==> src/rtl/led7_pkg.sv <==
// Shared seven-segment pattern constants and the code-to-pattern decode.
// Patterns are active-high, bit 6 = segment a down to bit 0 = segment g.
package led7_pkg;

    localparam logic [6:0] SegDig0 = 7'b1111110;
    localparam logic [6:0] SegDig1 = 7'b0110000;
    localparam logic [6:0] SegDig2 = 7'b1101101;
    localparam logic [6:0] SegDig3 = 7'b1111001;
    localparam logic [6:0] SegDig4 = 7'b0110011;
    localparam logic [6:0] SegDig5 = 7'b1011011;
    localparam logic [6:0] SegDig6 = 7'b1011111;
    localparam logic [6:0] SegDig7 = 7'b1110000;
    localparam logic [6:0] SegDig8 = 7'b1111111;
    localparam logic [6:0] SegDig9 = 7'b1111011;
    localparam logic [6:0] SegLetC = 7'b1001110;
    localparam logic [6:0] SegLetE = 7'b1001111;

    // Codes A..D have no glyph of their own and show 'E' as an error marker.
    function automatic logic [6:0] seg_decode(input logic [3:0] code);
        logic [6:0] pat;
        case (code)
            4'h0:    pat = SegDig0;
            4'h1:    pat = SegDig1;
            4'h2:    pat = SegDig2;
            4'h3:    pat = SegDig3;
            4'h4:    pat = SegDig4;
            4'h5:    pat = SegDig5;
            4'h6:    pat = SegDig6;
            4'h7:    pat = SegDig7;
            4'h8:    pat = SegDig8;
            4'h9:    pat = SegDig9;
            4'hE:    pat = SegLetC;
            default: pat = SegLetE;
        endcase
        return pat;
    endfunction

endpackage

==> src/rtl/led7_seg_lut.sv <==
// Combinational 4-bit code to active-high seven-segment pattern lookup.
module led7_seg_lut
    import led7_pkg::*;
(
    input  logic [3:0] code_i,
    output logic [6:0] seg_o
);

    assign seg_o = seg_decode(code_i);

endmodule

==> src/rtl/led7_scan_driver.sv <==
// Multiplexed seven-segment scan driver with frame-synchronous display update,
// leading-zero blanking and a dead band at the start of every digit slot.
module led7_scan_driver
    import led7_pkg::*;
#(
    parameter int unsigned N_DIGITS   = 4,
    parameter int unsigned SCAN_DIV   = 1000,
    parameter int unsigned DEAD       = 2,
    parameter int unsigned ACTIVE_LOW = 1
) (
    input  logic                    clk,
    input  logic                    rst,
    input  logic                    en,
    input  logic                    load,
    input  logic [4*N_DIGITS-1:0]   digits,
    input  logic [N_DIGITS-1:0]     dp_in,
    input  logic                    lz_blank,
    output logic [6:0]              seg,
    output logic                    dp,
    output logic [N_DIGITS-1:0]     an,
    output logic                    frame_done
);

    localparam int unsigned PresW = $clog2(SCAN_DIV);
    localparam int unsigned IdxW  = (N_DIGITS > 1) ? $clog2(N_DIGITS) : 1;

    localparam logic [PresW-1:0] PresLast = PresW'(SCAN_DIV - 1);
    localparam logic [PresW-1:0] DeadEnd  = PresW'(DEAD);
    localparam logic [IdxW-1:0]  IdxLast  = IdxW'(N_DIGITS - 1);
    localparam logic             Inv      = (ACTIVE_LOW != 0);

    logic [PresW-1:0]      presc_q, presc_d;
    logic [IdxW-1:0]       idx_q, idx_d;
    logic [4*N_DIGITS-1:0] disp_dig_q, disp_dig_d, pend_dig_q, pend_dig_d;
    logic [N_DIGITS-1:0]   disp_dp_q, disp_dp_d, pend_dp_q, pend_dp_d;
    logic                  disp_lz_q, disp_lz_d, pend_lz_q, pend_lz_d;
    logic [6:0]            seg_q, seg_d;
    logic                  dp_q, dp_d;
    logic [N_DIGITS-1:0]   an_q, an_d;
    logic                  fd_q;

    logic                  slot_end, wrap;
    logic [3:0]            nib;
    logic                  dp_sel, blank_sel, lit;
    logic [N_DIGITS-1:0]   blank_vec;
    logic                  upper_zero;
    logic [6:0]            lut_seg;

    led7_seg_lut u_lut (
        .code_i (nib),
        .seg_o  (lut_seg)
    );

    assign slot_end = (presc_q == PresLast);
    assign wrap     = en && slot_end && (idx_q == IdxLast);

    always_comb begin
        presc_d = '0;
        idx_d   = '0;
        if (en) begin
            if (slot_end) begin
                idx_d = (idx_q == IdxLast) ? '0 : idx_q + 1'b1;
            end else begin
                presc_d = presc_q + 1'b1;
                idx_d   = idx_q;
            end
        end
    end

    // A load in the wrap cycle bypasses pending so the new frame already uses it.
    always_comb begin
        pend_dig_d = load ? digits   : pend_dig_q;
        pend_dp_d  = load ? dp_in    : pend_dp_q;
        pend_lz_d  = load ? lz_blank : pend_lz_q;
        disp_dig_d = wrap ? pend_dig_d : disp_dig_q;
        disp_dp_d  = wrap ? pend_dp_d  : disp_dp_q;
        disp_lz_d  = wrap ? pend_lz_d  : disp_lz_q;
    end

    always_comb begin
        upper_zero = 1'b1;
        blank_vec  = '0;
        for (int i = N_DIGITS - 1; i >= 0; i--) begin
            upper_zero   = upper_zero && (disp_dig_q[4*i +: 4] == 4'h0);
            blank_vec[i] = disp_lz_q && upper_zero && (i != 0);
        end
        nib       = '0;
        dp_sel    = 1'b0;
        blank_sel = 1'b0;
        for (int i = 0; i < N_DIGITS; i++) begin
            if (idx_q == IdxW'(i)) begin
                nib       = disp_dig_q[4*i +: 4];
                dp_sel    = disp_dp_q[i];
                blank_sel = blank_vec[i];
            end
        end
    end

    always_comb begin
        lit  = en && (presc_q >= DeadEnd) && !blank_sel;
        an_d = '0;
        for (int i = 0; i < N_DIGITS; i++) begin
            an_d[i] = lit && (idx_q == IdxW'(i));
        end
        seg_d = (lit ? lut_seg : 7'h00) ^ {7{Inv}};
        dp_d  = (lit && dp_sel) ^ Inv;
        an_d  = an_d ^ {N_DIGITS{Inv}};
    end

    always_ff @(posedge clk) begin
        if (rst) begin
            presc_q    <= '0;
            idx_q      <= '0;
            disp_dig_q <= '0;
            disp_dp_q  <= '0;
            disp_lz_q  <= 1'b0;
            pend_dig_q <= '0;
            pend_dp_q  <= '0;
            pend_lz_q  <= 1'b0;
            seg_q      <= {7{Inv}};
            dp_q       <= Inv;
            an_q       <= {N_DIGITS{Inv}};
            fd_q       <= 1'b0;
        end else begin
            presc_q    <= presc_d;
            idx_q      <= idx_d;
            disp_dig_q <= disp_dig_d;
            disp_dp_q  <= disp_dp_d;
            disp_lz_q  <= disp_lz_d;
            pend_dig_q <= pend_dig_d;
            pend_dp_q  <= pend_dp_d;
            pend_lz_q  <= pend_lz_d;
            seg_q      <= seg_d;
            dp_q       <= dp_d;
            an_q       <= an_d;
            fd_q       <= wrap;
        end
    end

    assign seg        = seg_q;
    assign dp         = dp_q;
    assign an         = an_q;
    assign frame_done = fd_q;

endmodule

==> config.mk <==
export PLATFORM = sky130hd
export DESIGN_NAME = led7_scan_driver
export DESIGN_NICKNAME = d
export VERILOG_FILES = /design/src/rtl/led7_pkg.sv /design/src/rtl/led7_seg_lut.sv /design/src/rtl/led7_scan_driver.sv
export SDC_FILE = /design/constraint.sdc
export NUM_CORES = 1
export LEC_CHECK = 0
export CORE_ASPECT_RATIO = 1.2
export CORE_UTILIZATION = 50
export CTS_BUF_LIST = sky130_fd_sc_hd__clkbuf_8
export DETAILED_ROUTE_END_ITERATION = 16
export PLACE_DENSITY = 0.74
export SLEW_MARGIN = 5
export SYNTH_ARGS = -nofsm -noshare
export SYNTH_HDL_FRONTEND = slang
export SYNTH_HIERARCHICAL = 1
export SYNTH_SLANG_ARGS = --single-unit
==> constraint.sdc <==
create_clock -name clk -period 2.6 [get_ports clk]
set_input_delay 0.39 -clock clk [delete_from_list [all_inputs] [get_ports clk]]
set_output_delay 0.39 -clock clk [all_outputs]
set_load 0.005 [all_outputs]
After elaboration in Yosys (flattened, before gate mapping):

Memory sizes are Yosys's and may differ from the RTL's.
Index checks and enable logic that the tools add are counted.

* flip-flop bits (word level): 67
* latch bits: 0
* bits in writable memories: 0
* bits in read-only memories: 112
* logic and storage cells: 61
* memories: 1

* $add $sub $neg: 2
* multiply operators: 0
* div/mod/pow operators: 0
* magnitude comparators: 1
* equal/unequal tests: 4
* shift-type cells: 0
* mux-type cells: 16
* bitwise operators: 4
* reductions and logical operators: 21

Memories
* (no name shown): depth 16, bits a word 7, rd ports 1, clocked after Yosys merged registers in 0, wr ports 0, RTL line led7_pkg.sv:21 `case (code)`

Operators by type and width (number)
* 4-bit two-way mux: 5
* 16-bit two-way mux: 1
* 1-bit logical AND: 14
* 4-bit logical NOT: 3
* 10-bit by 1-bit adder with 10-bit output, second input constant: 1
* 10-bit == test, second input constant: 1
* 10-bit by 2-bit >= comparator with 1-bit output, second input constant: 1
* 1-bit two-way mux: 8
* 7-bit two-way mux: 1
* 7-bit NOT: 1
* 2-bit == test, second input constant: 2
* 4-bit NOT: 1
* 3-bit OR reduction: 1
* 2-bit by 1-bit adder with 2-bit output, second input constant: 1
* 2-bit by 1-bit == test with 1-bit output, second input constant: 1
* 2-bit logical NOT: 1
* 2-bit two-way mux: 1
* 1-bit NOT: 2
* 2-bit OR reduction: 1
* 1-bit logical NOT: 1

Depth between registers and ports, before layout:

Gate-level depths: netlist of run 1.

* depth in word-level cells: 11
* mapped depth: 12
* depth with buffers taken out: 11

By module:

The synthesis of run 1 kept the hierarchy.

Modules (own cells, without submodules)
* led7_scan_driver: instances 1, cells an instance 294, area an instance 2647.5 sq um
* led7_seg_lut: instances 1, cells an instance 28, area an instance 216.5 sq um

Worst setup path before layout of run 1:

Ideal clock, no wire load.

* path type: register to register
* start: reg idx_q[1]
* end: reg seg_q[3], in the netlist seg[3]
* arrival time: 2.368 ns
* data required time: 2.541 ns
* slack: 0.173 ns
* stages on the path, launching flop included: 13
* path buffers: 1
* path through: dfxtp_1 inv_1 ha_1 clkbuf_1 nand3b_1 a21oi_1 a21oi_1 o21ai_0 inv_1 ha_1 nand2b_1 a21o_1 nand2_1

* longest elaborated chain between the ends: 8

Ends and longest elaborated chain
* start: declaration: RTL line led7_scan_driver.sv:33 `logic [IdxW-1:0] idx_q, idx_d;`
* start signal: assignment: RTL line led7_scan_driver.sv:126 `idx_q <= idx_d;`
* 2-bit logical NOT: RTL line led7_scan_driver.sv:91 `if (idx_q == IdxW'(i)) begin`
* 4-bit two-way mux (3 in a row): RTL line led7_scan_driver.sv:91
* 4-bit two-way mux (*): RTL line led7_scan_driver.sv:91
* net nib[1]: RTL line led7_scan_driver.sv:43 `logic [3:0] nib;`
* memory 16 x 7 bit (*)
* net lut_seg[3]: RTL line led7_scan_driver.sv:47 `logic [6:0] lut_seg;`
* 7-bit two-way mux (*): RTL line led7_scan_driver.sv:105 `seg_d = (lit ? lut_seg : 7'h00) ^ {7{Inv}};`
* 7-bit NOT (no line) (*)
* end signal: assignment: RTL line led7_scan_driver.sv:120 `seg_q <= {7{Inv}};`
* end signal: assignment: RTL line led7_scan_driver.sv:133 `seg_q <= seg_d;`
* end: declaration: RTL line led7_scan_driver.sv:37 `logic [6:0] seg_q, seg_d;`

Mark *: on every way through the listed nets, which the timed path passes. The rest lies on a longest branch.
A chain may end at the register's enable or synchronous reset.

Final worst setup path of run 1:

* start: reg idx_q[1]
* end: reg seg_q[0], in the netlist seg[0]

Same word-level chain as after synthesis.

==> results of run 1 <==
[path summary, 6_finish.rpt]
check,from,to,slack (ns),cells after the start
setup / recovery,idx_q[1],seg[0],0.27,11
hold / removal,disp_dig_q[3],disp_dig_q[3],0.48,2
hold reg to reg,disp_dig_q[3],disp_dig_q[3],0.48,2
setup reg to reg,idx_q[1],seg[0],0.27,11
[layout by cell type, fill, tap and decap left out, types with 3 or more instances in the layout]
cell type	synthesis	final
dfxtp_1	67	67
nor4_1	4	4
nand2b_1	22	22
xnor2_1	6	6
clkdlybuf4s50_1	0	37
nand3_1	4	4
buf_4	0	7
nand2_1	48	48
inv_1	8	9
mux2i_1	22	22
nand3b_1	5	5
a21oi_1	12	12
o21ai_0	26	25
nor3_1	4	4
ha_1	12	12
a21o_1	3	3
clkbuf_8	0	10
clkinv_2	0	3
nor2_1	37	37
[cell type report]
cell class | count | area [um^2] | share of cell area [%]
Sequential cell | 67 | 1341 | 38.73
Clock buffer | 10 | 137.6 | 3.974
Inverter | 8 | 30.03 | 0.8671
Tap cell | 62 | 77.57 | 2.240
Timing Repair Buffer | 44 | 422.9 | 12.21
Clock inverter | 6 | 56.30 | 1.626
Multi-Input combinational cell | 228 | 1398 | 40.35
[per-stage QoR]
step | instances | power (uW) | cell area (um^2) | setup WS [ns] | utilization (%)
after floorplan | 322 | 1138 | 2864 | 0.1734 | -
after global placement | 409 | 1186 | 3269 | 0.3583 | 60.47
after detailed placement | 409 | 1189 | 3269 | 0.2320 | 60.47
after CTS | 425 | 2013 | 3463 | 0.2082 | 64.06
after global routing | 425 | 2072 | 3463 | 0.08020 | 64.06
final | 425 | 1989 | 3463 | 0.2685 | 64.06
[cells by family (layout without fill, tap and decap cells)]
kind of cell    count (synthesis)  in the layout  synth area share (%)
xor+xnor                        8              8                 2.447
buf+inv                        27             68                 4.369
mux                            23             23                 8.082
simple gates                  134            134                 22.94
flops                          67             67                 46.83
compound gates                 51             51                 10.09
fa+ha+maj                      12             12                 5.242
[state kept, by name, indices dropped and copies added, names as in the netlist]
signal and count:
presc_q 10, seg 7, an 4, frame_done 1, pend_dp_q 4, disp_dp_q 4
dp 1, disp_dig_q 16, idx_q 2, disp_lz_q 1, pend_lz_q 1, pend_dig_q 16
[layer usage]
layer  vias to the layer above  track usage, %  part of all wire [%]
li1                       1141               -                     -
met1                       959           22.47                    47
met2                        36           32.17                    48
met5                         -               0                     0
met4                         0           11.82                   2.7
met3                        13           4.394                   2.8
[where the power goes]
| group | switching, uW | leakage (uW) | total, uW | internal [uW] |
|---|---|---|---|---|
| clock network | 365 | 0.000103 | 825 | 460 |
| logic | 43.8 | 0.000665 | 108 | 64.5 |
| registers | 6.80 | 0.000545 | 1060 | 1050 |
[critical path: stages (launching register included)]
cell      delay, ns
dfxtp_1        0.38
inv_1          0.08
ha_1           0.30
nand3b_1       0.20
a21oi_1        0.15
a21oi_1        0.05
o21ai_1        0.18
inv_1          0.12
ha_1           0.22
mux2_1         0.30
a21oi_1        0.15
nand2_1        0.06
==> out/results.ini, run 1 <==
[outcome]
run_status = completed

[cts]
cts_buffers = 9
clk-insertion-delay-late_ns = 0.34
cts_setup_buffers = 0
root_buffer = clkbuf_8
clk_path_buf_depth = 2
clk_pin_slew_ns = 0.07
cts_hold_buf = 0
htreeDepth = 3
post_cts_resized = 0
cts_tree = built
cts.sinks = 67

[grt]
grt.overflow.total = 0
grt_pass1_wl_mm = 9.087
grt_use_total_pct = 19.31
grt_max_degree = 44
antenna_found_initial = 0
first_global_vias = 2116

[yosys]
yosysTopAreaCell = dfxtp_1
ys_seq_area_share_pct = 46.83
synth-seq-cells = 67
netlist_area_um2 = 2864
syn_inst = 322
synthFlopType = dfxtp_1
netlist.area_leader.share_pct = 46.83
synth_fp_nets = 359
ys_top_cells_by_count = dfxtp_1, nand2_1, nor2_1, o21ai_0
ys_types = 38
synth_enable_flop_cells = 0
synthArstFlopShare_pct = 0
yosysMostFrequentCell = dfxtp_1
yosys-top-cells-area = dfxtp_1, mux2i_1, nand2_1
ys.warnings.count = 6
synth.avg_cell_area_um2 = 8.894

[drt]
final_antenna_net_count = 0
drtIter0Drc = 130
wirelength_mm = 5.031
wl_per_cell_um = 11.84
drc = 0
dr.pass1.iters = 6
viasPerCell = 5.056
num_vias = 2149

[setup_path]
cp_max_fo = 12
worstPathRequired_ns = 2.81
crit_path_end_kind = register
arrival_ns = 2.54
crit_type = register to register
crit_path_start_kind = register

[timing]
slew_headroom_pct = 68.60
tns_ns = 0
fmax_mhz = 428.9
worst_slew_pin_slew_ns = 0.4711
drv_slew = 0
finalSetupViolations = 0
clock_skew_ns = 0.01107
min_period_ns = 2.331
whs_ns = 0.4753
hold_violations = 0
rsz0062_at_grt = no
min_period_over_period_pct = 89.67

[final_layout]
n_antenna_cell = 0
final_nets = 395
fillerInstances = 462
drive_gt1_share_pct = 7.713
area_delta_synth_final_pct = 20.93

[floorplanning]
io_pins = 38
dieHeight_um = 84.91
core_area_um2 = 5406
initial_core_util_pct = 52.97
rows = 29
die_w_um = 71.09
die_area_um2 = 6036

[run]
drv_cap = 0

[pwr]
leakage_uw = 0.001313
power_density_nw_per_um2 = 574.3
ir_drop_mv = 0.3810

[place]
dp_hpwl_mm = 3.469
routabilityCongestion = 0.8297
io_buffers = 37

[worst_hold_path]
hold_class = register to register

No activity file was read; power rests on OpenSTA's default activity.
==> inputs of run 2 (changes only) <==
--- a/config.mk
+++ b/config.mk
@@ -5,11 +5,13 @@
 export SDC_FILE = /design/constraint.sdc
 export NUM_CORES = 1
 export LEC_CHECK = 0
+export CAP_MARGIN = 20
 export CORE_ASPECT_RATIO = 1.2
 export CORE_UTILIZATION = 50
 export CTS_BUF_LIST = sky130_fd_sc_hd__clkbuf_8
 export DETAILED_ROUTE_END_ITERATION = 16
 export PLACE_DENSITY = 0.74
+export REMOVE_ABC_BUFFERS = 1
 export SLEW_MARGIN = 5
 export SYNTH_ARGS = -nofsm -noshare
 export SYNTH_HDL_FRONTEND = slang
==> out/results.ini, run 2 (same netlist as run 1, synthesis figures left out) <==
[drt]
num_vias = 2185
dr.pass1.iters = 6
viasPerCell = 5.129
wirelength_mm = 5.189
final_antenna_net_count = 0
drc = 0
drtIter0Drc = 137
wl_per_cell_um = 12.18

[timing]
slew_headroom_pct = 71.34
drv_slew = 0
hold_violations = 0
worst_slew_pin_slew_ns = 0.4300
clock_skew_ns = 0.004261
rsz0062_at_grt = no
tns_ns = 0
fmax_mhz = 430.1
min_period_over_period_pct = 89.42
min_period_ns = 2.325
finalSetupViolations = 0

[floorplanning]
core_area_um2 = 5406
initial_core_util_pct = 52.97
io_pins = 38
die_w_um = 71.09
die_area_um2 = 6036
dieHeight_um = 84.91
rows = 29

[final_layout]
most-common-layout-cells = dfxtp_1, nand2_1, nor2_1, clkdlybuf4s50_1, o21ai_0
drive_gt1_share_pct = 7.418
final_common_cell = dfxtp_1
instances_no_fill = 426
reg_top3 = disp_dig_q x16, pend_dig_q x16, presc_q x10
final_nets = 396
final_area_um2 = 3450
n_antenna_cell = 0
fillerInstances = 466
area_delta_synth_final_pct = 20.45

[place]
dp_hpwl_mm = 3.611
dp_cells = 410
routabilityCongestion = 0.8295
io_buffers = 37
place_area_um2 = 3277

[setup_path]
crit_type = register to register
critPathSlowestCell = dfxtp_1
startpoint = idx_q[1]
cp_max_fo = 10
r2r_end = seg[3]
arrival_ns = 2.60
crit_end = seg[3]
worstPathCellList = inv_1 -> ha_1 -> buf_4 -> nand3b_1 -> a21oi_1 -> a21oi_1 -> o21ai_0 -> inv_1 -> ha_1 -> nand2b_1 -> a21o_1 -> nand2_1
r2r_start = idx_q[1]
crit_path_start_kind = register
reg2regPathDepth = 12
ff2ff_setup_slack_ns = 0.27
max_stage_delay_ns = 0.38
crit_path_end_kind = register
worstPathRequired_ns = 2.88

[pwr]
switchingPower_uw = 407.2
leakage_uw = 0.001318
p_sw_share_pct = 21.37
clkPwrFrac_pct = 38.8
ir_drop_mv = 0.4136
power_density_nw_per_um2 = 552.3
internal_power_uw = 1498
power_frac_comb_pct = 5.7
seqPwrFrac_pct = 55.5

[grt]
grt_pass1_wl_mm = 9.246
grt.overflow.total = 0
grt_use_total_pct = 19.76
grt_max_degree = 44
first_global_vias = 2174
antenna_found_initial = 0

[cts]
htreeDepth = 3
root_buffer = clkbuf_8
cts_hold_buf = 0
cts.sinks = 67
clk-insertion-delay-late_ns = 0.34
cts_setup_buffers = 0
cts_buffers = 9
cts_tree = built
clk_pin_slew_ns = 0.06
clk_path_buf_depth = 2

[worst_hold_path]
hold_class = register to register

[outcome]
run_status = completed

[run]
drv_cap = 0

==> run 2: cell types whose count changed in the layout (fill, tap and decap cells not counted), sizes merged <==
cell      change
buf           +1
bufinv        -1
clkinv        -1
clkbuf        +1
clkinvlp      -1
inv           +2
==> run 2: layout make-up <==
cell class / instances / area (um^2) / share of cell area, %
multi-input cells: 228 / 1398 / 40.52
well taps: 62 / 77.57 / 2.249
inverters: 8 / 30.03 / 0.8705
flip-flops and latches: 67 / 1341 / 38.88
clock buffers: 11 / 151.4 / 4.389
clock inverters: 5 / 21.27 / 0.6166
repair buffers: 45 / 430.4 / 12.48
==> run 2: per-layer routing <==
metal | GRT usage [%] | vias up | wire, um | share of wire [%]
met2 | 33.39 | 39 | 2497 | 48
met4 | 14.55 | 0 | 133 | 2.6
met5 | 0 | - | 0 | 0
met1 | 22.34 | 980 | 2378 | 46
li1 | - | 1151 | - | -
met3 | 3.325 | 15 | 180 | 3.5
==> run 2: power groups by stage <==
stage	clock network, uW	logic [uW]	registers [uW]
after detailed placement	0	111	1080
after global routing	802	121	1060
after CTS	758	112	1060
after floorplan	0	43.8	1080
final	739	109	1060
after global placement	0	109	1080
==> run 2: worst min-delay path by stage <==
stage,from,to,slack [ns],cells past startpoint
6_report,presc_q[0],presc_q[0],0.48,1
5_1_grt,disp_dig_q[14],disp_dig_q[14],0.50,2
4_1_cts,presc_q[0],presc_q[0],0.49,1
3_5_place_dp,disp_dp_q[1],disp_dp_q[1],0.47,2
3_3_place_gp,presc_q[0],presc_q[0],0.46,1
2_1_floorplan,presc_q[0],presc_q[0],0.44,1
==> run 2: worst max-delay path: cells and delay by family, from the launching register on <==
family,cells,cell delay [ns]
AO/OA/AOI/OAI,4,0.65
flip-flops,1,0.38
adder cells (fa/ha/maj),2,0.50
AND/OR/NAND/NOR,3,0.35
buffers and inverters,3,0.39
==> run 2: per-stage QoR <==
step                util [%]  setup WS (ns)  power, uW  hold WS [ns]
CTS                    63.80         0.2125       1926        0.4851
global route           63.80        0.07941       1981        0.5046
floorplan                  -         0.2224       1122        0.4411
finish                 63.80         0.2750       1905        0.4762
detailed placement     60.61         0.2387       1191        0.4666
global placement       60.61         0.3283       1187        0.4622
==> run 2: timing repair <==
action                                  4_1_cts  5_1_grt
hold endpoints to repair                      0        0
gates resized for setup                       0        1
endpoints found under the setup margin        0        1
